## config.mk

```make
export PLATFORM = sky130hd
export DESIGN_NAME = pipe_ctrl
export DESIGN_NICKNAME = d
export VERILOG_FILES = /design/src/rtl/pipe_ctrl.sv
export SDC_FILE = /design/constraint.sdc
export NUM_CORES = 1
export LEC_CHECK = 0
export CAP_MARGIN = 20
export CORE_AREA = 3 3 64 66
export DETAILED_ROUTE_END_ITERATION = 12
export DIE_AREA = 0 0 67 69
export PLACE_DENSITY_LB_ADDON = 0.12
export SYNTH_ARGS = -nofsm -noshare
export SYNTH_HDL_FRONTEND = slang
export SYNTH_SLANG_ARGS = --single-unit
```

## constraint.sdc

```tcl
create_clock -name clk -period 2.8 [get_ports clk]
set_input_delay 0.28 -clock clk [delete_from_list [all_inputs] [get_ports clk]]
set_output_delay 0.28 -clock clk [all_outputs]
set_load 0.05 [all_outputs]
```

## src/rtl/pipe_ctrl.sv

```systemverilog
// pipe_ctrl: pipeline sequencing controller.
// Tracks a bubble (dirty) bit per stage, turns stall / flush / counted
// multi-cycle extend requests into per-stage hold strobes, and runs a
// RUN -> DRAIN -> HALTED state machine that stops fetch and empties the pipe.
// Stage 0 is fetch (youngest); stage STAGES-1 is writeback (oldest).
module pipe_ctrl #(
    parameter int STAGES = 5,
    parameter int EXT_W  = 4
) (
    input  logic                      clk,
    input  logic                      rst,
    input  logic [STAGES-1:0]         stall,
    input  logic [STAGES-1:0]         flush,
    input  logic [STAGES-1:0]         ext_start,
    input  logic [STAGES*EXT_W-1:0]   ext_len,
    input  logic                      halt_req,
    input  logic                      resume,
    output logic [STAGES-1:0]         keep,
    output logic [STAGES-1:0]         dirty,
    output logic [STAGES-1:0]         ext_busy,
    output logic                      fetch_en,
    output logic                      halted
);

    typedef enum logic [1:0] {
        RUN    = 2'd0,
        DRAIN  = 2'd1,
        HALTED = 2'd2
    } state_t;

    state_t              state_reg;
    logic                halted_reg;
    logic [STAGES-1:0]   dirty_reg;
    logic [STAGES-1:0]   dirty_next;
    logic [EXT_W-1:0]    cnt_reg  [STAGES];
    logic [EXT_W-1:0]    cnt_next [STAGES];

    logic [STAGES-1:0]   cnt_nz;
    logic [STAGES-1:0]   start_v;
    logic [STAGES-1:0]   block;
    logic [STAGES-1:0]   hold;
    logic [STAGES-1:0]   kill;
    logic                drained;

    // Per-stage request qualification, blocking and extend counter update
    for (genvar gi = 0; gi < STAGES; gi++) begin : g_stage
        logic [EXT_W-1:0] len;

        assign len         = ext_len[gi*EXT_W +: EXT_W];
        assign cnt_nz[gi]  = |cnt_reg[gi];
        // A new extend is accepted only on a valid, idle stage with a real length
        assign start_v[gi] = ext_start[gi] & (|len) & ~dirty_reg[gi] & ~cnt_nz[gi];
        assign block[gi]   = stall[gi] | cnt_nz[gi] | start_v[gi];

        // Kill wins over a fresh start; the start cycle itself counts as
        // the first blocked cycle, hence len-1.
        assign cnt_next[gi] = kill[gi]    ? '0 :
                              start_v[gi] ? len - EXT_W'(1) :
                              cnt_nz[gi]  ? cnt_reg[gi] - EXT_W'(1) :
                                            cnt_reg[gi];
    end

    // Hold and kill propagate from older (higher index) to younger stages
    for (genvar gi = 0; gi < STAGES; gi++) begin : g_chain
        if (gi == STAGES - 1) begin : g_oldest
            assign hold[gi] = block[gi];
            assign kill[gi] = flush[gi];
        end else begin : g_younger
            assign hold[gi] = block[gi] | hold[gi+1];
            assign kill[gi] = flush[gi] | kill[gi+1];
        end
    end

    // Bubble tracking: held stages keep their bit (and absorb a flush);
    // advancing stages inherit from the predecessor, which injects a bubble
    // when the predecessor is held or squashed.
    for (genvar gi = 0; gi < STAGES; gi++) begin : g_dirty
        if (gi == 0) begin : g_fetch
            assign dirty_next[gi] = hold[gi] ? (dirty_reg[gi] | kill[gi])
                                             : ((state_reg != RUN) | kill[gi]);
        end else begin : g_body
            assign dirty_next[gi] = hold[gi] ? (dirty_reg[gi] | kill[gi])
                                             : (dirty_reg[gi-1] | hold[gi-1] | kill[gi-1]);
        end
    end

    // Pipeline is empty once every stage is a bubble and no extend is running
    assign drained = (&dirty_reg) & ~(|cnt_nz);

    // Stage bubble bits and extend counters
    always_ff @(posedge clk) begin
        if (!rst) begin
            dirty_reg <= '1;
            for (int i = 0; i < STAGES; i++) begin
                cnt_reg[i] <= '0;
            end
        end else begin
            dirty_reg <= dirty_next;
            for (int i = 0; i < STAGES; i++) begin
                cnt_reg[i] <= cnt_next[i];
            end
        end
    end

    // Drain / halt state machine with registered halted flag
    always_ff @(posedge clk) begin
        if (!rst) begin
            state_reg  <= RUN;
            halted_reg <= 1'b0;
        end else begin
            case (state_reg)
                RUN: begin
                    // halt_req wins over a simultaneous resume here
                    if (halt_req) begin
                        state_reg <= DRAIN;
                    end
                end
                DRAIN: begin
                    if (drained) begin
                        state_reg  <= HALTED;
                        halted_reg <= 1'b1;
                    end
                end
                HALTED: begin
                    if (resume) begin
                        state_reg  <= RUN;
                        halted_reg <= 1'b0;
                    end
                end
                default: begin
                    state_reg  <= RUN;
                    halted_reg <= 1'b0;
                end
            endcase
        end
    end

    // Combinational strobes are forced quiet while reset is asserted
    assign keep     = rst ? hold : '0;
    assign fetch_en = rst & (state_reg == RUN) & ~hold[0];
    assign dirty    = dirty_reg;
    assign ext_busy = cnt_nz;
    assign halted   = halted_reg;

endmodule

```

### Yosys cells after proc, flatten, opt, wreduce, memory -nomap -nowiden

Memory sizes are Yosys's and may differ from the RTL's.
Cells that the tools add are included.
Widths: inputs -> output; s select.

* add/sub/neg operators: 10
* eq/ne operators: 5
* mux-type cells: 35
* bitwise gates (word level): 68
* reductions and logical operators: 16

Operators by type and width (count)
* $mux 4: 20
* $reduce_or 4->1: 10
* $sub 4x1->4 const B: 10
* $or 1x1->1: 37
* $reduce_or 20->1: 1
* $and 1x1->1: 18
* $not 1->1: 13
* $mux 1: 9
* $mux 2: 3
* $ne 2x2->1 const B: 3
* $pmux 2 s3: 1
* $reduce_and 3->1: 2
* $mux 5: 1
* $reduce_and 5->1: 1
* $pmux 1 s3: 1
* $eq 2x1->1 const B: 1
* $eq 2x2->1 const B: 1
* $logic_not 2->1: 1
* $reduce_bool 2->1: 1

* register bits after elaboration: 8
* memory bits (writable): 20
* input port bits: 39
* output and inout bits: 17
* logic and storage cells: 138
* memories: 1

Memory list
* cnt_reg: depth 5, bits a word 4, read ports 5, clocked after memory_dff 0, write ports 5, RTL line 35 `logic [EXT_W-1:0] cnt_reg [STAGES];`

### Depth between registers and ports, before layout

Gate-level depths: netlist of run 1.

* depth after elaboration: 12
* depth in mapped cells: 7
* depth with buffers taken out: 6

### Least setup slack after synthesis of run 1

No wires, ideal clock.

* path type: reg2out
* from: memory cnt_reg[2][3] (netlist: cnt_reg[0][11])
* to: output fetch_en
* arrival: 2.591 ns
* required time: 2.520 ns
* slack: -0.071 ns
* stages on the path, launching flop included: 7
* path buffers: 1
* path through: dfxtp_1 > or4_1 > clkbuf_1 > a211oi_4 > nand4_4 > nor4_4 > nor4b_4

RTL lines
* from (decl): RTL line 35
* to (decl): RTL line 21 `output logic fetch_en,`

### Worst setup path after layout of run 1

* from: input ext_len[16]
* to: output fetch_en

* longest elaborated chain between the ends: 11

RTL lines
* from (decl): RTL line 15 `input logic [STAGES*EXT_W-1:0] ext_len,`
* $reduce_or 4->1: RTL line 52 `assign start_v[gi] = ext_start[gi] & (|len) & ~dirty_reg[gi] & ~cnt_nz[gi];`
* $and 1x1->1 (3 in series): RTL line 52
* $or 1x1->1: RTL line 53 `assign block[gi] = stall[gi] | cnt_nz[gi] | start_v[gi];`
* $or 1x1->1 (4 in series): RTL line 69 `assign hold[gi] = block[gi] | hold[gi+1];`
* $not 1->1: RTL line 140 `assign fetch_en = rst & (state_reg == RUN) & ~hold[0];`
* $and 1x1->1: RTL line 140

Every way passes these cells.

==> flow_metrics.tcl, run 1 <==
set metrics [dict create \
    status "finished, final reports clean" \
    internal-power_w 0.000578 \
    post-route-drc-count 0 \
    syn_area_um2 1570 \
    start_util_pct 43.2 \
    viasPerCell 5.57 \
    switching_share_pct 24.3 \
    critical_path.max_fanout 2 \
    slowest_delay_ns 0.54 \
    rows 22 \
    tns_ns 0 \
    arrival_ns 2.48 \
    slowest_stage "or4_4" \
    wl_um 4350 \
    dieArea_um2 4620 \
    ant_nets 0 \
    mostFrequentLayoutCell "clkdlybuf4s50_1" \
    path_class "input pin to output pin" \
    cp_data_required_time_ns 2.52 \
    die_w_um 67 \
    wl_per_cell_um 15.2 \
    clk_latency_ns 0.26 \
    rsz0062_at_grt "true" \
    cts_tree "built" \
    clockPowerShare_pct 27.2 \
    drt-pass1-iter-count 4 \
    cts_root_buffer "clkbuf_8" \
    diodes 0 \
    drive_above_1_share_pct 20.6 \
    synth_area_leaders "dfxtp_1 36%, a21oi_1 6.4%, nor2_1 4.8%" \
    cts_buffers 3 \
    vias 1594 \
    largest_reg_flops 20 \
    finClkSkew_ns 0.00197 \
    nNetsFinal 284 \
    max_slew_margin_pct 66.0 \
    setup_violations 0 \
    synth_simple_gate_area_share_pct 31.8 \
    fmax_mhz 362 \
    crit_path_cell_trace "clkdlybuf4s50_1, or4_4, a211oi_4, nand4_4, nor4_4, nor4b_4, buf_12" \
    fin_crit_ns 2.76 \
    seq_area_frac_synth_pct 35.7 \
    synth_xor_area_share_pct 2.79 \
    power_leakage_nw 1.03 \
    drtIter0Drc 43 \
    gr-usage-all-layers_pct 18.1 \
    synth.distinct_cells 48 \
    power.switching_w 0.000185 \
    synth_top_area_share_pct 35.7 \
    core_region_area_um2 3630 \
    tightestPinTransition_ns 0.506 \
    syn_inst 166 \
    crit_path_start_kind "input pin" \
    syn_area_per_cell_um2 9.46 \
    post_synth_fa_ha_maj_area_fraction_pct 3.98 \
    yosys-mux-area-fraction_pct 1.27 \
    portBuffers 55 \
    final_cell_mix "38 x clkdlybuf4s50_1, 27 x dfxtp_1, 21 x buf_4" \
    clockBufferDepth 2 \
    vdd_drop_max_uv 175 \
    synth_top_area_cell "dfxtp_1" \
    fin_crit_sh_pct 98.7 \
    htree_levels 1 \
    sequentialPowerShare_pct 53.6 \
    end_kind "output pin" \
    io_pins 56 \
    async_flop_share_pct 0 \
    grt_pass1_wl_um 6800 \
    ys.flop_type "dfxtp_1" \
    gr-total-overflow 0 \
    post-place-ws_ns 0.0162 \
    clk_pin_slew_ns 0.08 \
    synth_compound_area_share_pct 22.9 \
    gp_congestion 0.839 \
    clock-sinks 28 \
    grt_max_degree 15 \
    synth-seq-cells 28 \
    min_path_type "input pin to flop" \
    grt_antenna_before_repair 0 \
    synth-edff-count 0 \
    setup_slack_ns 0.0377 \
    pwr_density_cell_nw_per_um2 321 \
    yosysWarnings 0 \
    cts_hold_buf 0 \
    syn2layout_area_growth_pct 51.6 \
    first_global_vias 1547 \
    hpwlAfterDp_um 3410 \
    syn_nets 210 \
    final_max_slew_viol_count 0 \
    die_height_um 69 \
    comb_power_share_pct 19.2 \
    drv_cap 0 \
    hold_violations 0 \
    synth_top_family_by_area "simple AND/OR/NAND/NOR gates" \
]
## cells in the mapped netlist, types with 3 or more instances
cell type / instances
or3_1: 3
or4_1: 6
o31ai_1: 5
nor3_1: 4
nor2_1: 20
o21ai_0: 3
o21bai_1: 3
nand2_1: 6
ha_1: 5
a31oi_1: 6
nor4_4: 3
xor2_1: 5
a21oi_1: 20
nor2b_1: 3
inv_1: 3
a211oi_1: 3
dfxtp_1: 28
nand4_1: 3
## power by group through the flow
stage          clock network [W]   logic, W  registers, W
6_report                0.000207   0.000146      0.000410
5_1_grt                 0.000232   0.000156      0.000410
4_1_cts                 0.000218   0.000143      0.000410
3_5_place_dp                   0   0.000143      0.000419
3_3_place_gp                   0   0.000140      0.000418
2_1_floorplan                  0  0.0000482      0.000423
## cell families after synthesis
| logic type | after synthesis |
|---|---|
| simple gates | 70 |
| mux | 2 |
| fa+ha+maj | 5 |
| flops | 28 |
| compound gates | 50 |
| xor+xnor | 5 |
| buf+inv | 6 |
## per-layer routing
metal  vias to the layer above  GRT usage, %  routed length, µm
met5                         -             0                  0
met4                         0          5.86                 59
met3                         7          2.28                275
met2                        57          31.0               2170
met1                       746          23.0               1840
li1                        784             -                  -
## final timing paths
kind,start,to,slack (ns),depth (start not counted)
worst max-delay path,ext_len[16],fetch_en,0.04,7
worst min-delay path,ext_len[4],cnt_reg[0][4],0.31,2
worst max register to register,cnt_reg[0][15],dirty[3],0.59,8
worst min register to register,halted,halted,0.48,2
## what timing repair did
action | in CTS | in global routing
endpoints found under the setup margin | 0 | 2
setup buffers | 0 | 9
gates resized for setup | 0 | 17
## layout make-up
| class | count | area [µm²] |
|---|---|---|
| timing repair buffer | 71 | 696 |
| multi-input combinational | 132 | 1010 |
| clock buffer | 3 | 41.3 |
| fill | 317 | 1250 |
| tap | 48 | 60.1 |
| inverter | 4 | 15.0 |
| sequential | 28 | 562 |
## worst max-delay path: cells and delay by family
kind | cells | cell delay (ns)
AND/OR/NAND/NOR | 4 | 1.31
buffers and inverters | 2 | 0.60
AO/OA/AOI/OAI | 1 | 0.29
## through the flow
step | total power [W] | std cells | hold WS [ns] | util [%] | cell area (µm²)
detailed placement | 0.000562 | 274 | 0.471 | 61.2 | 2220
CTS | 0.000771 | 277 | 0.484 | 62.3 | 2260
global route | 0.000798 | 286 | 0.359 | 65.5 | 2380
floorplan | 0.000472 | 166 | 0.377 | - | 1570
finish | 0.000763 | 286 | 0.310 | 65.5 | 2380
global placement | 0.000559 | 274 | 0.447 | 61.2 | 2220
No activity file was read; power rests on OpenSTA's default activity.
==> inputs of run 2 (changes only) <==
==> constraint.sdc (replaced) <==
create_clock -name clk -period 2.85 [get_ports clk]
set_input_delay 0.285 -clock clk [delete_from_list [all_inputs] [get_ports clk]]
set_output_delay 0.285 -clock clk [all_outputs]
set_load 0.05 [all_outputs]
==> run 2 against run 1 <==
Against the previous run:
- clock power up 16%
- critical path depth unchanged
- critical path type unchanged
- critical endpoint unchanged
- die area unchanged
- total power up 2.5%
- flip-flop and latch count unchanged
- global-route usage up 0.28 points
- worst hold slack worse by 0.014 ns
==> flow_metrics.tcl, run 2 (synthesis results as in run 1) <==
set metrics [dict create \
    status "finished, final reports clean" \
    rsz0062_at_grt "true" \
    cts_root_buffer "clkbuf_8" \
    r2r_cells 7 \
    clk_latency_ns 0.27 \
    grt_pass1_wl_um 6800 \
    portBuffers 55 \
    clock-sinks 28 \
    vdd_drop_max_uv 187 \
    final_max_slew_viol_count 0 \
    largest_reg_flops 20 \
    drv_cap 0 \
    gp_congestion 0.886 \
    clk_pin_slew_ns 0.09 \
    holdPathEnd "cnt_reg[0][12]" \
    critical_path.max_fanout 3 \
    rows 22 \
    grt_max_degree 16 \
    fillCellCount 317 \
    min_path_type "input pin to flop" \
    first_global_vias 1535 \
    hpwlAfterDp_um 3370 \
    htree_levels 1 \
    final_cell_mix "38 x clkdlybuf4s50_1, 27 x dfxtp_1, 20 x a21oi_1, 20 x nor2_1, 18 x buf_4" \
    setup_violations 0 \
    die_w_um 67 \
    finClkSkew_ns 0.00601 \
    hold_violations 0 \
    pwr_density_cell_nw_per_um2 330 \
    fin_crit_sh_pct 95.5 \
    holdPathStages 2 \
    max_slew_margin_pct 65.0 \
    fmax_mhz 367 \
    dieArea_um2 4620 \
    ant_nets 0 \
    final_util_pct 65.3 \
    viasPerCell 5.61 \
    gr-usage-all-layers_pct 18.4 \
    vias 1592 \
    fin_crit_ns 2.72 \
    nNetsFinal 281 \
    r2r_start "cnt_reg[0][15]" \
    crit_path_start_kind "input pin" \
    drtIter0Drc 32 \
    wl_per_cell_um 15.4 \
    tns_ns 0 \
    end_kind "output pin" \
    wl_um 4370 \
    drt-pass1-iter-count 4 \
    start_util_pct 43.2 \
    tightestPinTransition_ns 0.523 \
    min_from "ext_len[12]" \
    mostFrequentLayoutCell "clkdlybuf4s50_1" \
    path_class "input pin to output pin" \
    grt_antenna_before_repair 0 \
    io_pins 56 \
    arrival_ns 2.44 \
    cts_tree "built" \
    clockBufferDepth 2 \
    syn2layout_area_growth_pct 51.0 \
    drive_above_1_share_pct 19.9 \
    diodes 0 \
    die_height_um 69 \
    r2r_end "state_reg[1]" \
    r2r_slack_ns 0.55 \
    post-route-drc-count 0 \
    power_leakage_nw 1.03 \
    cts_buffers 3 \
    gr-total-overflow 0 \
    core_region_area_um2 3630 \
    cp_data_required_time_ns 2.57 \
]
run 2: cell types whose count changed in the layout (fill, tap and decap cells not counted):
cell      previous run  this run
clkbuf_8             3         4
buf_4               21        18
run 2: timing repair:
item | CTS | global route
setup buffers | 0 | 8
endpoints found under the setup margin | 0 | 2
hold buffers | 0 | 0
resized for setup | 0 | 17
run 2: worst max-delay path by stage:
stage,startpoint,end,cells after the start
final,ext_len[19],fetch_en,7
after global routing,cnt_reg[0][15],fetch_en,6
after CTS,ext_len[4],fetch_en,8
after detailed placement,ext_len[4],fetch_en,8
after global placement,ext_len[4],fetch_en,8
after floorplan,cnt_reg[0][4],fetch_en,6
run 2: cell type report:
type	instances	area, µm²	area share, %
multi-input cells	132	1010	42.4
repair buffers	68	673	28.4
flip-flops and latches	28	562	23.7
well taps	48	60.1	2.53
clock buffers	4	55.1	2.32
inverters	4	15.0	0.633
run 2: where the power goes:
group	internal, W	switching, W
Sequential	0.000395	0.00000642
Clock	0.000123	0.000117
Combinational	0.0000744	0.0000654
run 2: routing by layer:
layer  up-vias  wire [µm]  track usage [%]
li1        781          -                -
met4         0         42             5.86
met5         -          0                0
met3         6        217             3.09
met1       758       1820             22.5
met2        47       2280             31.9
run 2: through the flow:
step                      worst slack (ns)  cell area (µm²)  hold slack (ns)  cells  power, W
final                                0.127             2370            0.296    284  0.000782
after global routing                0.0107             2370            0.295    284  0.000823
after detailed placement            0.0517             2210            0.446    272  0.000549
after floorplan                     0.0856             1570            0.382    166  0.000463
after global placement              0.0699             2210            0.447    272  0.000547
after CTS                           0.0496             2260            0.460    276  0.000793
run 2: worst max-delay path, cell delays in order:
cell and delay, ns:
clkdlybuf4s50_1 0.43, or4_4 0.51, a211oi_4 0.28, nand4_4 0.15, nor4_4 0.33, nor4b_4 0.29, buf_12 0.18
==> inputs of run 3 (changes only) <==
--- a/config.mk
+++ b/config.mk
@@ -9,6 +9,7 @@
 export CORE_AREA = 3 3 64 66
 export DETAILED_ROUTE_END_ITERATION = 12
 export DIE_AREA = 0 0 67 69
+export HOLD_SLACK_MARGIN = 0.03
 export PLACE_DENSITY_LB_ADDON = 0.12
 export SYNTH_ARGS = -nofsm -noshare
 export SYNTH_HDL_FRONTEND = slang
==> results of run 3 <==
Final layout, timing and power as in run 2 (identical DEF).
